`src/rtl/spi_pkg.sv`:
```
// Shared SPI definitions: FSM state encoding, bus mode constants and the
// default transfer width. Also imported by responder-side bench models.
package spi_pkg;

  typedef enum logic [2:0] {
    ST_IDLE   = 3'd0,
    ST_LOAD   = 3'd1,
    ST_SCK_LO = 3'd2,
    ST_SCK_HI = 3'd3,
    ST_CHAIN  = 3'd4,
    ST_GAP    = 3'd5
  } spi_state_e;

  // Mode 0: SCLK idles low, data sampled on the rising SCLK edge.
  localparam logic        SPI_CPOL   = 1'b0;
  localparam logic        SPI_CPHA   = 1'b0;
  localparam int unsigned SPI_DATA_W = 8;

endpackage

```
`src/rtl/spi_clk_div.sv`:
```
// Half-period timer for the SPI initiator. Reload starts a new phase of
// CLK_DIV cycles; phase_tick marks the last cycle of the running phase.
module spi_clk_div #(
  parameter int unsigned CLK_DIV = 4
) (
  input  logic clk,
  input  logic rst,
  input  logic en,
  input  logic reload,
  output logic phase_tick
);

  localparam int unsigned     CW         = $clog2(CLK_DIV + 1);
  localparam logic [CW-1:0]   RELOAD_VAL = CW'(CLK_DIV - 1);

  logic [CW-1:0] cnt;

  // Count down to zero and park there; reload wins over counting.
  always_ff @(posedge clk or posedge rst) begin
    if (rst) begin
      cnt <= '0;
    end else if (reload) begin
      cnt <= RELOAD_VAL;
    end else if (en && (cnt != '0)) begin
      cnt <= cnt - CW'(1);
    end
  end

  assign phase_tick = en && (cnt == '0);

endmodule

```
`src/rtl/spi_master.sv`:
```
// SPI initiator, mode 0, MSB first, active-low SSEL. Bytes arrive over a
// valid/ready handshake; the byte clocked in on MISO during the same frame is
// returned on rx_data with a one-cycle rx_valid pulse. tx_last=0 keeps SSEL
// low and waits in CHAIN for the next byte.
module spi_master
  import spi_pkg::*;
#(
  parameter int unsigned DATA_W  = SPI_DATA_W,
  parameter int unsigned CLK_DIV = 4,
  parameter int unsigned HOLD    = 2
) (
  input  logic              clk,
  input  logic              rst,
  input  logic [DATA_W-1:0] tx_data,
  input  logic              tx_valid,
  input  logic              tx_last,
  output logic              tx_ready,
  output logic [DATA_W-1:0] rx_data,
  output logic              rx_valid,
  output logic              busy,
  output logic              SCLK,
  output logic              SSEL,
  output logic              MOSI,
  input  logic              MISO
);

  localparam int unsigned   BW       = $clog2(DATA_W);
  localparam logic [BW-1:0] LAST_BIT = BW'(DATA_W - 1);
  localparam int unsigned   GW       = $clog2(HOLD + 1);
  localparam logic [GW-1:0] GAP_LOAD = GW'(HOLD - 1);

  if (CLK_DIV < 1 || HOLD < 1 || DATA_W < 2 || SPI_CPHA != 1'b0) begin : g_bad_params
    $error("spi_master: unsupported parameter combination");
  end

  spi_state_e        state;
  logic [DATA_W-1:0] tx_sh;
  logic [DATA_W-1:0] rx_sh;
  logic [BW-1:0]     bit_cnt;
  logic [GW-1:0]     gap_cnt;
  logic              last_q;
  logic              accept;
  logic              div_en;
  logic              div_reload;
  logic              phase_tick;

  assign accept     = tx_valid && tx_ready;
  assign div_en     = (state == ST_LOAD) || (state == ST_SCK_HI) || (state == ST_SCK_LO);
  assign div_reload = accept || phase_tick;

  spi_clk_div #(
    .CLK_DIV(CLK_DIV)
  ) u_clk_div (
    .clk        (clk),
    .rst        (rst),
    .en         (div_en),
    .reload     (div_reload),
    .phase_tick (phase_tick)
  );

  // Frame sequencer with registered pin and handshake outputs.
  always_ff @(posedge clk or posedge rst) begin
    if (rst) begin
      state    <= ST_IDLE;
      tx_sh    <= '0;
      rx_sh    <= '0;
      bit_cnt  <= '0;
      gap_cnt  <= '0;
      last_q   <= 1'b0;
      tx_ready <= 1'b1;
      rx_valid <= 1'b0;
      rx_data  <= '0;
      busy     <= 1'b0;
      SCLK     <= SPI_CPOL;
      SSEL     <= 1'b1;
      MOSI     <= 1'b0;
    end else begin
      rx_valid <= 1'b0;
      case (state)
        ST_IDLE, ST_CHAIN: begin
          if (accept) begin
            // tx_sh holds the bits still to be sent after the one on MOSI.
            tx_sh    <= {tx_data[DATA_W-2:0], 1'b0};
            MOSI     <= tx_data[DATA_W-1];
            last_q   <= tx_last;
            bit_cnt  <= '0;
            SSEL     <= 1'b0;
            SCLK     <= SPI_CPOL;
            tx_ready <= 1'b0;
            busy     <= 1'b1;
            state    <= ST_LOAD;
          end
        end
        ST_LOAD, ST_SCK_LO: begin
          if (phase_tick) begin
            SCLK  <= ~SPI_CPOL;
            rx_sh <= {rx_sh[DATA_W-2:0], MISO};
            state <= ST_SCK_HI;
          end
        end
        ST_SCK_HI: begin
          if (phase_tick) begin
            SCLK <= SPI_CPOL;
            if (bit_cnt == LAST_BIT) begin
              rx_data  <= rx_sh;
              rx_valid <= 1'b1;
              if (last_q) begin
                state <= ST_GAP;
              end else begin
                tx_ready <= 1'b1;
                state    <= ST_CHAIN;
              end
            end else begin
              bit_cnt <= bit_cnt + BW'(1);
              MOSI    <= tx_sh[DATA_W-1];
              tx_sh   <= {tx_sh[DATA_W-2:0], 1'b0};
              state   <= ST_SCK_LO;
            end
          end
        end
        ST_GAP: begin
          // SSEL is released one cycle after the last falling SCLK edge so
          // SCLK is already low when SSEL moves; then HOLD cycles high.
          if (!SSEL) begin
            SSEL    <= 1'b1;
            MOSI    <= 1'b0;
            gap_cnt <= GAP_LOAD;
          end else if (gap_cnt == '0) begin
            tx_ready <= 1'b1;
            busy     <= 1'b0;
            state    <= ST_IDLE;
          end else begin
            gap_cnt <= gap_cnt - GW'(1);
          end
        end
        default: state <= ST_IDLE;
      endcase
    end
  end

endmodule
```
`config.mk`:
```
export PLATFORM = sky130hd
export DESIGN_NAME = spi_master
export DESIGN_NICKNAME = d
export VERILOG_FILES = /design/src/rtl/spi_pkg.sv /design/src/rtl/spi_clk_div.sv /design/src/rtl/spi_master.sv
export SDC_FILE = /design/constraint.sdc
export NUM_CORES = 1
export LEC_CHECK = 0
export ABC_CLOCK_PERIOD_IN_PS = 2900
export CAP_MARGIN = 5
export CORE_ASPECT_RATIO = 1.5
export CORE_UTILIZATION = 30
export DETAILED_ROUTE_END_ITERATION = 8
export PLACE_DENSITY = 0.51
export SETUP_SLACK_MARGIN = 0.3
export SLEW_MARGIN = 20
export SYNTH_ARGS = -nofsm -noshare
export SYNTH_HDL_FRONTEND = slang
export SYNTH_SLANG_ARGS = --single-unit
```
`constraint.sdc`:
```
create_clock -name clk -period 2.9 [get_ports clk]
set_clock_uncertainty 0.1 [all_clocks]
set_input_delay 0.29 -clock clk [delete_from_list [all_inputs] [get_ports clk]]
set_output_delay 0.29 -clock clk [all_outputs]
set_load 0.05 [all_outputs]
```
==> impl_metrics.tcl <==
set metrics [dict create \
    status "complete, no violations" \
    htree_levels 2 \
    final_core_utilization_pct 38.0 \
    hold_buffers 0 \
    yosysWarnings 0 \
    routed_wl_um 3950 \
    die-area_um2 6870 \
    fin_nets 209 \
    synthDistinctLibCells 40 \
    nFillCells 616 \
    worstPathArrival_ns 2.27 \
    min_period_over_period_pct 74.7 \
    row_count 35 \
    power.density_nw_per_um2 456 \
    detail_route.first_pass.iterations 4 \
    grt_overflow 0 \
    cts_root_buffer "clkbuf_8" \
    core_um2 6220 \
    path_cells "inv_1, ha_1, ha_1, nand4b_1, o21ai_2, and2_1, a2bb2oi_1" \
    numPortBuffers 26 \
    fin_setup_tns_ns 0 \
    grt_util_all_layers_pct 12.7 \
    pwr-share-clk_pct 43.5 \
    yosys.area_share.adder_pct 3.19 \
    final_cells 266 \
    synth_top_family_by_area "compound AO/OA/AOI/OAI gates" \
    maxSlewViolCount 0 \
    synth_area_leader_cell "dfrtp_1" \
    syn_nets 185 \
    cp_common_cell "ha_1" \
    numCtsBuffers 5 \
    num_antenna_cells 0 \
    pin_count 27 \
    cts_sinks 41 \
    setup_viol 0 \
    synth_flop_cell "dfrtp_1" \
    p_leak_uw 0.00110 \
    detail_route.drc_violations 0 \
    slowest_stage "dfrtp_1" \
    drive_gt1_share_pct 16.7 \
    initial_core_util_pct 31.5 \
    p_int_uw 873 \
    power_frac_comb_pct 3.3 \
    insertion_delay_ns 0.29 \
    grt_max_degree 42 \
    hold_viol 0 \
    gp_congestion 0.819 \
    ys_top_cells_by_area "dfrtp_1 (50%), mux2_2 (6.3%), mux2_4 (6.1%)" \
    ant_nets 0 \
    ys_async_sr_fraction_pct 100 \
    reg2reg_slack_ns 0.73 \
    synth_edf_count 0 \
    cts_resized 0 \
    synth_area_um2 1960 \
    final_common_cell "dfrtp_1" \
    worstMarginPinSlew_ns 0.527 \
    dp_slack_ns 0.700 \
    worst-path-buf-inv 1 \
    seq_power_share_pct 53.2 \
    ys_seq_area_share_pct 52.5 \
    ys_ff_latch 41 \
    grt_pass1_wl_um 6530 \
    path_clk_slew_ns 0.08 \
    synthSimpleGateAreaFrac_pct 11.8 \
    layout_common_cells "dfrtp_1 (39), clkdlybuf4s50_1 (26), nand2_1 (11), mux2_2 (11), nor2_1 (9)" \
    fin_total_pwr_uw 1080 \
    path_max_fanout 12 \
    die_y_um 101 \
    drt_iter0_markers 56 \
    setup_slack_ns 0.733 \
    cp-start-kind "flip-flop" \
    dp_hpwl_um 2820 \
    synthXorXnorAreaFrac_pct 0.447 \
    vias 1330 \
    post_cts_buffers 0 \
    synth_cells 167 \
    path_class "reg2reg" \
    p_switching_uw 205 \
    synth_area_per_cell_um2 11.7 \
    power.share.switching_pct 19.0 \
    dp.cells 258 \
    crit_path_end_kind "flip-flop" \
    hold_path.class "in2async" \
    rsz0062_at_grt "false" \
    grt_pass1_vias 1359 \
    cp_data_required_time_ns 3.01 \
    min_period_ns 2.17 \
    synthMuxAreaShare_pct 12.5 \
    viasPerCell 5.00 \
    synth-compound-area-share_pct 14.7 \
    cp_top_family "simple AND/OR/NAND/NOR gates" \
    cts_tree "yes" \
    wl_per_cell_um 14.8 \
    maxCapViolCount 0 \
    cts_buffer_depth 2 \
    synth_top_area_share_pct 49.8 \
    max_stage_delay_ns 0.38 \
    dieWidth_um 68.0 \
    fmax_ghz 0.461 \
    grt_antenna_before_repair 0 \
    layout-area-overhead-vs-synth_pct 20.8 \
    peakVddDrop_uv 266 \
    maxSlewHeadroom_pct 64.8 \
]
## kinds of logic after synthesis
| family | count (synthesis) |
|---|---|
| fa+ha+maj | 5 |
| simple gates | 43 |
| buf+inv | 17 |
| xor+xnor | 1 |
| flops | 41 |
| compound gates | 41 |
| mux | 19 |
## worst register-to-register path: stages (launching register included)
cell and delay [ns]:
dfrtp_1 0.38, inv_1 0.08, ha_1 0.15, ha_1 0.36, nand4b_1 0.20, o21ai_2 0.26, and2_1 0.34, a2bb2oi_1 0.21
## final cells by class
cell class	instances	area (µm²)	share of cell area, %
Clock buffer	7	86.3	3.65
Clock inverter	1	30.0	1.27
Inverter	7	26.3	1.11
Multi-Input combinational cell	109	835	35.3
Sequential cell	41	1030	43.5
Tap cell	74	92.6	3.91
Timing Repair Buffer	27	268	11.3
## final timing paths
check                                              from                      to  depth (start not counted)
min in group clk                 gap_cnt[1]$_DFFE_PP0P_  gap_cnt[1]$_DFFE_PP0P_                          2
max reg2reg                u_clk_div.cnt[0]$_DFFE_PP0P_    tx_sh[3]$_DFFE_PP0P_                          7
min reg2reg                      gap_cnt[1]$_DFFE_PP0P_  gap_cnt[1]$_DFFE_PP0P_                          2
max                        u_clk_div.cnt[0]$_DFFE_PP0P_    tx_sh[3]$_DFFE_PP0P_                          7
max in group asynchronous                           rst        SSEL$_DFFE_PP1P_                          3
min                                                 rst      rx_valid$_DFF_PP0_                          3
## cells in the mapped netlist, types with 4 or more instances
master and number:
buf_2 5, mux2_2 11, nor2_1 9, inv_1 7, a2bb2oi_1 6, nand2_1 11
o21ai_0 7, mux2_4 8, o22ai_1 7, ha_1 5, a21oi_1 6, nor3_1 4
dfrtp_1 39, nand2b_1 4
## power groups by stage
stage | Combinational [µW] | Sequential [µW] | Clock, µW
after CTS | 36.7 | 574 | 480
after detailed placement | 36.6 | 585 | 0
after floorplan | 14.8 | 585 | 0
after global placement | 36.1 | 585 | 0
final | 35.5 | 574 | 469
after global routing | 40.2 | 574 | 509
## metrics by stage
stage	hold WS [ns]	cell area, µm²
2_1_floorplan	0.341	1960
3_3_place_gp	0.384	2250
3_5_place_dp	0.401	2250
4_1_cts	0.352	2370
5_1_grt	0.379	2370
6_report	0.333	2370
## state kept, by name (all words and copies together), names as in the netlist
| register | flops |
|---|---|
| state | 3 |
| tx_sh | 7 |
| rx_sh | 8 |
| tx_ready | 1 |
| MOSI | 1 |
| rx_data | 8 |
| bit_cnt | 3 |
| rx_valid | 1 |
| SSEL | 1 |
| u_clk_div.cnt | 3 |
| busy | 1 |
| last_q | 1 |
| SCLK | 1 |
| gap_cnt | 2 |
## routing by layer
layer | track usage [%] | share of wire, % | up-vias
li1 | - | - | 643
met1 | 15.6 | 43 | 656
met2 | 20.9 | 51 | 25
met3 | 3.51 | 3.8 | 6
met4 | 4.33 | 1.7 | 0
met5 | 0 | 0 | -
No activity file was read; power rests on OpenSTA's default activity.
